`config.mk`:
```
export PLATFORM = sky130hd
export DESIGN_NAME = digit_scan_mux
export DESIGN_NICKNAME = d
export VERILOG_FILES = /design/src/rtl/digit_scan_mux_pkg.sv /design/src/rtl/digit_scan_mux_lz_blank.sv /design/src/rtl/digit_scan_mux.sv
export SDC_FILE = /design/constraint.sdc
export NUM_CORES = 1
export LEC_CHECK = 0
export BUFFER_PORTS_ARGS = -buffer_cell sky130_fd_sc_hd__clkbuf_2
export CAP_MARGIN = 20
export CORE_MARGIN = 2
export CORE_UTILIZATION = 62
export CTS_CLUSTER_DIAMETER = 60
export DETAILED_ROUTE_END_ITERATION = 7
export GPL_ROUTABILITY_DRIVEN = 0
export PLACE_DENSITY = 0.86
export SLEW_MARGIN = 20
export SYNTH_ARGS = -nofsm -noshare
export SYNTH_HDL_FRONTEND = slang
export SYNTH_SLANG_ARGS = --single-unit
```
`constraint.sdc`:
```
create_clock -name clk -period 5.9 [get_ports clk]
set_clock_uncertainty 0.05 [all_clocks]
set_input_delay 0.59 -clock clk [delete_from_list [all_inputs] [get_ports clk]]
set_output_delay 0.59 -clock clk [all_outputs]
set_load 0.05 [all_outputs]
```
`src/rtl/digit_scan_mux_pkg.sv`:
```
// Shared definitions for the digit scan multiplexer.
// Contents: nibble width, the two-state scan FSM encoding and a helper that sizes
// the phase counter so it can hold the longer of the SHOW and GUARD intervals.
package digit_scan_mux_pkg;

    localparam int unsigned DIGIT_W = 4;

    typedef enum logic {
        StGuard = 1'b0,
        StShow  = 1'b1
    } scan_state_e;

    // Width of a counter that must reach max(a, b).
    function automatic int unsigned cnt_width(input int unsigned a, input int unsigned b);
        int unsigned m;
        m = (a > b) ? a : b;
        return $clog2(m + 1);
    endfunction

endpackage

```
`src/rtl/digit_scan_mux_lz_blank.sv`:
```
// Leading-zero blank mask (combinational).
// Ports:
//   value  in   DIGIT_W*N_DIGITS  packed hex value, nibble 0 least significant
//   mask   out  N_DIGITS          1 = digit is a leading zero and should be blanked
// Digit 0 is never blanked so a value of zero still shows a single "0".
module lz_blank_mask
    import digit_scan_mux_pkg::*;
#(
    parameter int unsigned N_DIGITS = 4
) (
    input  logic [DIGIT_W*N_DIGITS-1:0] value,
    output logic [N_DIGITS-1:0]         mask
);

    logic higher_zero;

    always_comb begin
        mask        = '0;
        higher_zero = 1'b1;
        // Walk from the most significant digit down; a digit is blanked while every
        // nibble from it upward is zero.
        for (int k = int'(N_DIGITS) - 1; k >= 0; k--) begin
            higher_zero = higher_zero & (value[DIGIT_W*k +: DIGIT_W] == '0);
            mask[k]     = (k != 0) && higher_zero;
        end
    end

endmodule

```
`src/rtl/digit_scan_mux.sv`:
```
// Time-multiplexed scan controller for an N-digit common-anode 7-segment display.
// Walks the digits one at a time with an all-off guard interval between them, and
// per digit presents the nibble to decode, a blank flag and a digit-select strobe.
// A shadow register takes new data at any time; it is copied to the displayed value
// only at the frame boundary so a frame never mixes old and new digits.
// Ports:
//   clk         in   1                 system clock, rising edge
//   rst_n       in   1                 synchronous reset, active-low
//   data_in     in   4*N_DIGITS        packed value, nibble k = data_in[4k+3:4k]
//   load        in   1                 strobe: capture data_in into the shadow register
//   lz_en       in   1                 1 = leading-zero suppression
//   nibble      out  4                 value for the segment decoder
//   blank       out  1                 1 = force all segments off
//   dig_sel     out  N_DIGITS          one-hot digit enable, polarity from DIG_ACT_LOW
//   pending     out  1                 shadow holds data not yet shown
//   frame_done  out  1                 1-cycle pulse after the last digit's SHOW ends
// All outputs are registered; they are computed from next-state values so they line
// up with the FSM state they describe.
module digit_scan_mux
    import digit_scan_mux_pkg::*;
#(
    parameter int unsigned N_DIGITS    = 4,
    parameter int unsigned SCAN_DIV    = 50000,
    parameter int unsigned GUARD_CYC   = 8,
    parameter int unsigned DIG_ACT_LOW = 1
) (
    input  logic                        clk,
    input  logic                        rst_n,
    input  logic [DIGIT_W*N_DIGITS-1:0] data_in,
    input  logic                        load,
    input  logic                        lz_en,
    output logic [DIGIT_W-1:0]          nibble,
    output logic                        blank,
    output logic [N_DIGITS-1:0]         dig_sel,
    output logic                        pending,
    output logic                        frame_done
);

    localparam int unsigned CNT_W = cnt_width(SCAN_DIV, GUARD_CYC);
    localparam int unsigned IDX_W = (N_DIGITS > 1) ? $clog2(N_DIGITS) : 1;
    localparam int unsigned VAL_W = DIGIT_W * N_DIGITS;

    localparam logic [CNT_W-1:0]    SCAN_LAST  = CNT_W'(SCAN_DIV - 1);
    localparam logic [CNT_W-1:0]    GUARD_LAST = (GUARD_CYC == 0) ? '0 : CNT_W'(GUARD_CYC - 1);
    localparam logic [IDX_W-1:0]    IDX_LAST   = IDX_W'(N_DIGITS - 1);
    localparam logic [N_DIGITS-1:0] DIG_OFF    = (DIG_ACT_LOW != 0) ? '1 : '0;

    scan_state_e          state_q, state_d;
    logic [IDX_W-1:0]     idx_q, idx_d;
    logic [CNT_W-1:0]     cnt_q, cnt_d;
    logic [VAL_W-1:0]     active_q, active_d;
    logic [VAL_W-1:0]     shadow_q, shadow_d;
    logic                 pending_q, pending_d;
    logic                 frame_done_q;
    logic                 wrap;

    logic [DIGIT_W-1:0]   nibble_q, nibble_d;
    logic                 blank_q, blank_d;
    logic [N_DIGITS-1:0]  dig_sel_q, dig_sel_d;
    logic [N_DIGITS-1:0]  lz_mask;

    // Scan FSM: next state, digit index and phase counter.
    always_comb begin
        state_d = state_q;
        idx_d   = idx_q;
        cnt_d   = cnt_q + CNT_W'(1);
        wrap    = 1'b0;
        unique case (state_q)
            StGuard: begin
                if (GUARD_CYC == 0 || cnt_q == GUARD_LAST) begin
                    state_d = StShow;
                    cnt_d   = '0;
                end
            end
            StShow: begin
                if (cnt_q == SCAN_LAST) begin
                    cnt_d = '0;
                    if (idx_q == IDX_LAST) begin
                        idx_d = '0;
                        wrap  = 1'b1;
                    end else begin
                        idx_d = idx_q + IDX_W'(1);
                    end
                    // With no guard interval the next digit's SHOW follows directly.
                    if (GUARD_CYC != 0) begin
                        state_d = StGuard;
                    end
                end
            end
            default: begin
                state_d = StGuard;
                cnt_d   = '0;
            end
        endcase
    end

    // Shadow/active double buffer: active only changes on the wrap cycle.
    always_comb begin
        shadow_d  = shadow_q;
        pending_d = pending_q;
        active_d  = active_q;
        if (load) begin
            shadow_d  = data_in;
            pending_d = 1'b1;
        end
        if (wrap) begin
            if (load) begin
                active_d  = data_in;
                pending_d = 1'b0;
            end else if (pending_q) begin
                active_d  = shadow_q;
                pending_d = 1'b0;
            end
        end
    end

    lz_blank_mask #(
        .N_DIGITS (N_DIGITS)
    ) u_lz_blank_mask (
        .value (active_d),
        .mask  (lz_mask)
    );

    // Output decode from next-state values, registered below.
    always_comb begin
        nibble_d  = '0;
        blank_d   = 1'b1;
        dig_sel_d = DIG_OFF;
        if (state_d == StShow) begin
            for (int k = 0; k < int'(N_DIGITS); k++) begin
                if (idx_d == IDX_W'(k)) begin
                    nibble_d     = active_d[DIGIT_W*k +: DIGIT_W];
                    blank_d      = lz_en & lz_mask[k];
                    dig_sel_d[k] = ~DIG_OFF[k];
                end
            end
        end
    end

    always_ff @(posedge clk) begin
        if (!rst_n) begin
            state_q      <= StGuard;
            idx_q        <= '0;
            cnt_q        <= '0;
            active_q     <= '0;
            shadow_q     <= '0;
            pending_q    <= 1'b0;
            frame_done_q <= 1'b0;
            nibble_q     <= '0;
            blank_q      <= 1'b1;
            dig_sel_q    <= DIG_OFF;
        end else begin
            state_q      <= state_d;
            idx_q        <= idx_d;
            cnt_q        <= cnt_d;
            active_q     <= active_d;
            shadow_q     <= shadow_d;
            pending_q    <= pending_d;
            frame_done_q <= wrap;
            nibble_q     <= nibble_d;
            blank_q      <= blank_d;
            dig_sel_q    <= dig_sel_d;
        end
    end

    assign nibble     = nibble_q;
    assign blank      = blank_q;
    assign dig_sel    = dig_sel_q;
    assign pending    = pending_q;
    assign frame_done = frame_done_q;

endmodule

```
---- Word-level counts from Yosys, hierarchy flattened ----
Cells that the tools add are included.
word-level totals
  register bits after elaboration ......... 62
  input port bits ......................... 20
  output and inout bits ................... 11
  logic and storage cells ................. 59
operators by class
  add/sub/neg operators ................... 2
  equal/unequal tests ..................... 6
  mux-type cells .......................... 30
  bitwise gates (word level) .............. 6
  reduce and logical (&&, ||, !) cells .... 5
operators by type and width
  cell                                                               count
  16-bit 2-to-1 mux                                                  5
  16-bit case mux with 2 select lines                                1
  16-bit by 1-bit adder with 16-bit output (second input constant)   1
  16-bit == test (second input constant)                             1
  16-bit by 3-bit == test with 1-bit output (second input constant)  1
  1-bit 2-to-1 mux                                                   16
  4-bit 2-to-1 mux                                                   4
  4-bit zero test                                                    3
  2-bit == test (second input constant)                              3
  2-bit 2-to-1 mux                                                   3
  1-bit bitwise AND                                                  5
  2-bit by 1-bit adder with 2-bit output (second input constant)     1
  2-bit by 1-bit == test with 1-bit output (second input constant)   1
  2-bit zero test                                                    1
  1-bit case mux with 2 select lines                                 1
  2-bit AND reduction                                                1
  1-bit inverter                                                     1

---- Logic depth before layout (Yosys ltp) ----
  depth after elaboration ................. 12
  depth in mapped cells ................... 10
  depth with buffers taken out ............ 8

---- Cells and area by module ----
Synthesis repeated with hierarchy kept, for this count alone.
unflattened totals
  cells, all modules ...................... 327
  area, all modules ....................... 2,937.8 um^2
modules (own cells, without submodules)
  module          instances  cells each  area an instance (um^2)  sequential area each (um^2)
  digit_scan_mux  1          319         2,882.8                  1,241.2
  lz_blank_mask   1          8           55.1                     0.0

---- Worst setup path after synthesis ----
OpenSTA, ideal clock, no wires.
  path kind ............................... register to register
  start point ............................. register cnt_q[11]
  end point ............................... register blank_q, in the netlist blank
  setup time .............................. 0.073 ns
  arrival time ............................ 2.844 ns
  data required time ...................... 5.777 ns
  path slack .............................. 2.933 ns
  cell stages (with the launch flop) ...... 9
  path buffers ............................ 1
  period minus slack after synthesis ...... 2.967 ns
  cell sequence ........................... dfxtp_1 -> or4_4 -> or4_4 -> or4_1 -> clkbuf_2 -> o22ai_2 -> nor2_1 -> or4b_1 -> o211ai_2
on the way
  cells in the longest elaborated chain, start to end .. 11
  elaborated cells on any way between the ends .. 27
  classes of those cells .................. 5 x eq/ne; 12 x mux; 5 x bitwise; 5 x reduce/logical
RTL lines
  element                         line                           source
  start, declared                 digit_scan_mux.sv:50           logic [CNT_W-1:0] cnt_q, cnt_d;
  start signal, assigned          digit_scan_mux.sv:155          cnt_q <= cnt_d;
  16-bit == test                  digit_scan_mux.sv:76           if (cnt_q == SCAN_LAST) begin
  1-bit 2-to-1 mux                digit_scan_mux.sv:76
  1-bit 2-to-1 mux                digit_scan_mux.sv:68           unique case (state_q)
  16-bit 2-to-1 mux               digit_scan_mux.sv:106          if (wrap) begin
  4-bit zero test                 digit_scan_mux_lz_blank.sv:23  higher_zero = higher_zero & (value[DIGIT_W*k +: DIGIT_W] == '0);
  1-bit bitwise AND (2 in a row)  digit_scan_mux_lz_blank.sv:23
  1-bit bitwise AND               digit_scan_mux.sv:133          blank_d = lz_en & lz_mask[k];
  1-bit 2-to-1 mux (3 in a row)   digit_scan_mux.sv:131          if (idx_d == IDX_W'(k)) begin
  end signal, assigned            digit_scan_mux.sv:161          blank_q <= blank_d;
  end, declared                   digit_scan_mux.sv:58           logic blank_q, blank_d;
Several ways; a longest one is shown, not always the timed one.
A chain may end at the register's enable or synchronous reset.

---- Worst setup path after layout ----
Ends and elaborated chain as after synthesis.

==> flow_metrics.env <==
export IMPL_status="finished, final reports clean"
export IMPL_start_util_pct=64.3
export IMPL_drv_cap=0
export IMPL_fmax_mhz=288
export IMPL_cts_buffers=9
export IMPL_cts_sinks=62
export IMPL_worstHoldPathCells=1
export IMPL_yosysSeqAreaShare_pct=44.4
export IMPL_synthTopCellsByArea="dfxtp_1 44%, mux2i_1 7.2%, nor2_1 5.9%"
export IMPL_avgRoutedWirePerCell_um=15.6
export IMPL_p_per_area_mw_per_mm2=275
export IMPL_synth_edf_count=0
export IMPL_finalCriticalPeriod_ns=3.47
export IMPL_finalCritPeriodShare_pct=58.8
export IMPL_grt_max_degree=39
export IMPL_antenna_left=0
export IMPL_avgSynthCellArea_um2=8.72
export IMPL_n_fill_cell=343
export IMPL_root_buffer="clkbuf_8"
export IMPL_hold_viol=0
export IMPL_htree_levels=3
export IMPL_p_clk_share_pct=44.2
export IMPL_synth_fp_nets=343
export IMPL_drv_slew=0
export IMPL_startpoint_type="flip-flop"
export IMPL_p_leak_nw=1.32
export IMPL_max_vdd_ir_drop_mv=0.222
export IMPL_critical_path_max_stage_delay_ns=0.87
export IMPL_antenna_cells=0
export IMPL_timing_final_ws_setup_ns=2.43
export IMPL_yosysUniqueCellTypes=43
export IMPL_firstDrtPassIters=5
export IMPL_dieArea_mm2=0.00507
export IMPL_endpoint_kind="flip-flop"
export IMPL_synthCells=321
export IMPL_yosysWarnings=0
export IMPL_crit_arrival_ns=3.68
export IMPL_area_growth_syn_to_layout_pct=13.2
export IMPL_final_area_mm2=0.00317
export IMPL_core_mm2=0.00435
export IMPL_worstRegToRegCells=7
export IMPL_p_sw_mw=0.194
export IMPL_synth_area_mm2=0.00280
export IMPL_wirelength_um=6290
export IMPL_die_h_um=71.2
export IMPL_dpl_hpwl_um=4300
export IMPL_power_frac_seq_pct=50.2
export IMPL_cpMaxStageDelayCell="or4_1"
export IMPL_synth_async_sr_flop_share_pct=0
export IMPL_nets=369
export IMPL_drive_gt1_share_pct=15.7
export IMPL_synth_seq_cells=62
export IMPL_cts_setup_buffers=0
export IMPL_crit_chain="or4_4 > or4_1 > nor3_2 > a211oi_1 > nor2_1 > or4b_1 > o211ai_2"
export IMPL_intPower_mw=0.675
export IMPL_cts_buffer_depth=2
export IMPL_min_path_type="flip-flop to flip-flop"
export IMPL_crit_type="flip-flop to flip-flop"
export IMPL_num_vias=2509
export IMPL_yosys_top_cells_count="62 x dfxtp_1, 44 x nor2_1, 20 x mux2i_1, 18 x a21oi_1, 18 x nand2_1"
export IMPL_yosysTopAreaCellShare_pct=44.4
export IMPL_cts_clk_slew_worst_paths_ns=0.06
export IMPL_pre_cts_ws_ns=2.31
export IMPL_holdBufCountCts=0
export IMPL_worstPathRequired_ns=6.11
export IMPL_grt_pass1_wl_um=10600
export IMPL_cts_repair_resized=0
export IMPL_io_buffers=30
export IMPL_post_dp_cell_area_mm2=0.00296
export IMPL_yosysTopAreaCell="dfxtp_1"
export IMPL_grt_pass1_vias=2319
export IMPL_pin_count=31
export IMPL_tightest_slew_ns=1.02
export IMPL_grtUsageTotal_pct=26.6
export IMPL_die_width_um=71.2
export IMPL_slew_headroom_pct=32.2
export IMPL_yosysMostFrequentCell="dfxtp_1"
export IMPL_viasPerCell=6.23
export IMPL_cts_tree="built"
export IMPL_synth_ff_type="dfxtp_1"
export IMPL_swShare_pct=22.3
export IMPL_cp_max_fo=17
export IMPL_rsz0062_at_grt="no"
export IMPL_drc_errors=0
export IMPL_finalSetupTns_ns=0
export IMPL_gr_total_overflow=0
export IMPL_p_comb_share_pct=5.6
export IMPL_row_count=24
export IMPL_drt_iter0_markers=277
export IMPL_clock_latency_ns=0.33
export IMPL_antenna_found_initial=0
export IMPL_finalSetupViolations=0
-- layout by cell type, fill, tap and decap left out, types with 2 or more instances in the layout --
cell and n:
a211oi_1 11, a21oi_1 18, and2_1 15, and3_1 4
clkbuf_2 30, clkbuf_8 12, dfxtp_1 62, ha_1 2
inv_1 15, mux2i_1 20, nand2_1 18, nand2b_1 2
nand3_1 13, nand4_1 5, nor2_1 44, nor3_1 4
nor4_1 5, o21ai_0 3, o22ai_1 10, o41ai_1 8
or3_1 10, or4_1 3, or4_4 2, xnor2_1 7
xor2_1 7
-- cell type report --
class                           count  area [µm²]  area share (%)
Tap cell                           52        65.1            2.05
Sequential cell                    62        1240            39.2
Inverter                           16        60.1            1.90
Timing Repair Buffer               31         158            4.98
Multi-Input combinational cell    227        1440            45.3
Clock inverter                      3        42.5            1.34
Clock buffer                       12         165            5.22
-- sequential cells by signal, summed over array words and instances (netlist names) --
| signal | cells |
|---|---|
| shadow_q | 16 |
| active_q | 16 |
| blank | 1 |
| state_q | 1 |
| idx_q | 2 |
| dig_sel | 4 |
| cnt_q | 16 |
| pending | 1 |
| nibble | 4 |
| frame_done | 1 |
-- worst max-delay path: cells and delay by family (launching register included) --
kind               cells  cell delay, ns
AOI/OAI and AO/OA      2            0.37
DFF                    1            0.35
and+or+nand+nor        5            2.63
-- routing by layer --
| layer | up-vias | global-route usage [%] | share of wire (%) |
|---|---|---|---|
| met2 | 98 | 42.2 | 47 |
| li1 | 1202 | - | - |
| met5 | - | 0 | 0 |
| met3 | 13 | 6.98 | 6.1 |
| met4 | 0 | 10.7 | 1.5 |
| met1 | 1196 | 34.4 | 45 |
-- per-stage QoR --
stage | hold WS (ns) | utilization (%) | total power, mW | instances
after floorplan | 0.380 | - | 0.477 | 321
after global placement | 0.394 | 68.0 | 0.492 | 388
after detailed placement | 0.410 | 68.0 | 0.494 | 388
after CTS | 0.425 | 72.7 | 0.873 | 403
after global routing | 0.442 | 72.7 | 0.900 | 403
final | 0.422 | 72.7 | 0.869 | 403
-- power groups by stage --
stage / sequential (mW) / clock [mW] / combinational [mW]
floorplan: 0.443 / 0 / 0.0344
detailed placement: 0.445 / 0 / 0.0486
finish: 0.436 / 0.384 / 0.0488
global placement: 0.445 / 0 / 0.0471
CTS: 0.436 / 0.388 / 0.0491
global route: 0.437 / 0.408 / 0.0551
-- kinds of logic (layout without fill, tap and decap cells) --
family | count (synthesis) | after routing | share of synthesized area, %
AOI/OAI and AO/OA | 60 | 60 | 14.8
DFF | 62 | 62 | 44.4
adders and majority gates | 2 | 2 | 0.894
xor gates and xnor gates | 14 | 14 | 4.38
muxes | 20 | 20 | 7.16
buffers and inverters | 32 | 62 | 4.34
and+or+nand+nor | 131 | 131 | 24.1
-- path summary, 6_finish.rpt --
path | start | end | slack (ns)
max | cnt_q[11]$_SDFF_PN0_ | blank$_SDFF_PN1_ | 2.43
min | cnt_q[0]$_SDFF_PN0_ | cnt_q[0]$_SDFF_PN0_ | 0.42
max reg2reg | cnt_q[11]$_SDFF_PN0_ | blank$_SDFF_PN1_ | 2.43
min reg2reg | cnt_q[0]$_SDFF_PN0_ | cnt_q[0]$_SDFF_PN0_ | 0.42
(Power assumes the default switching activity.)
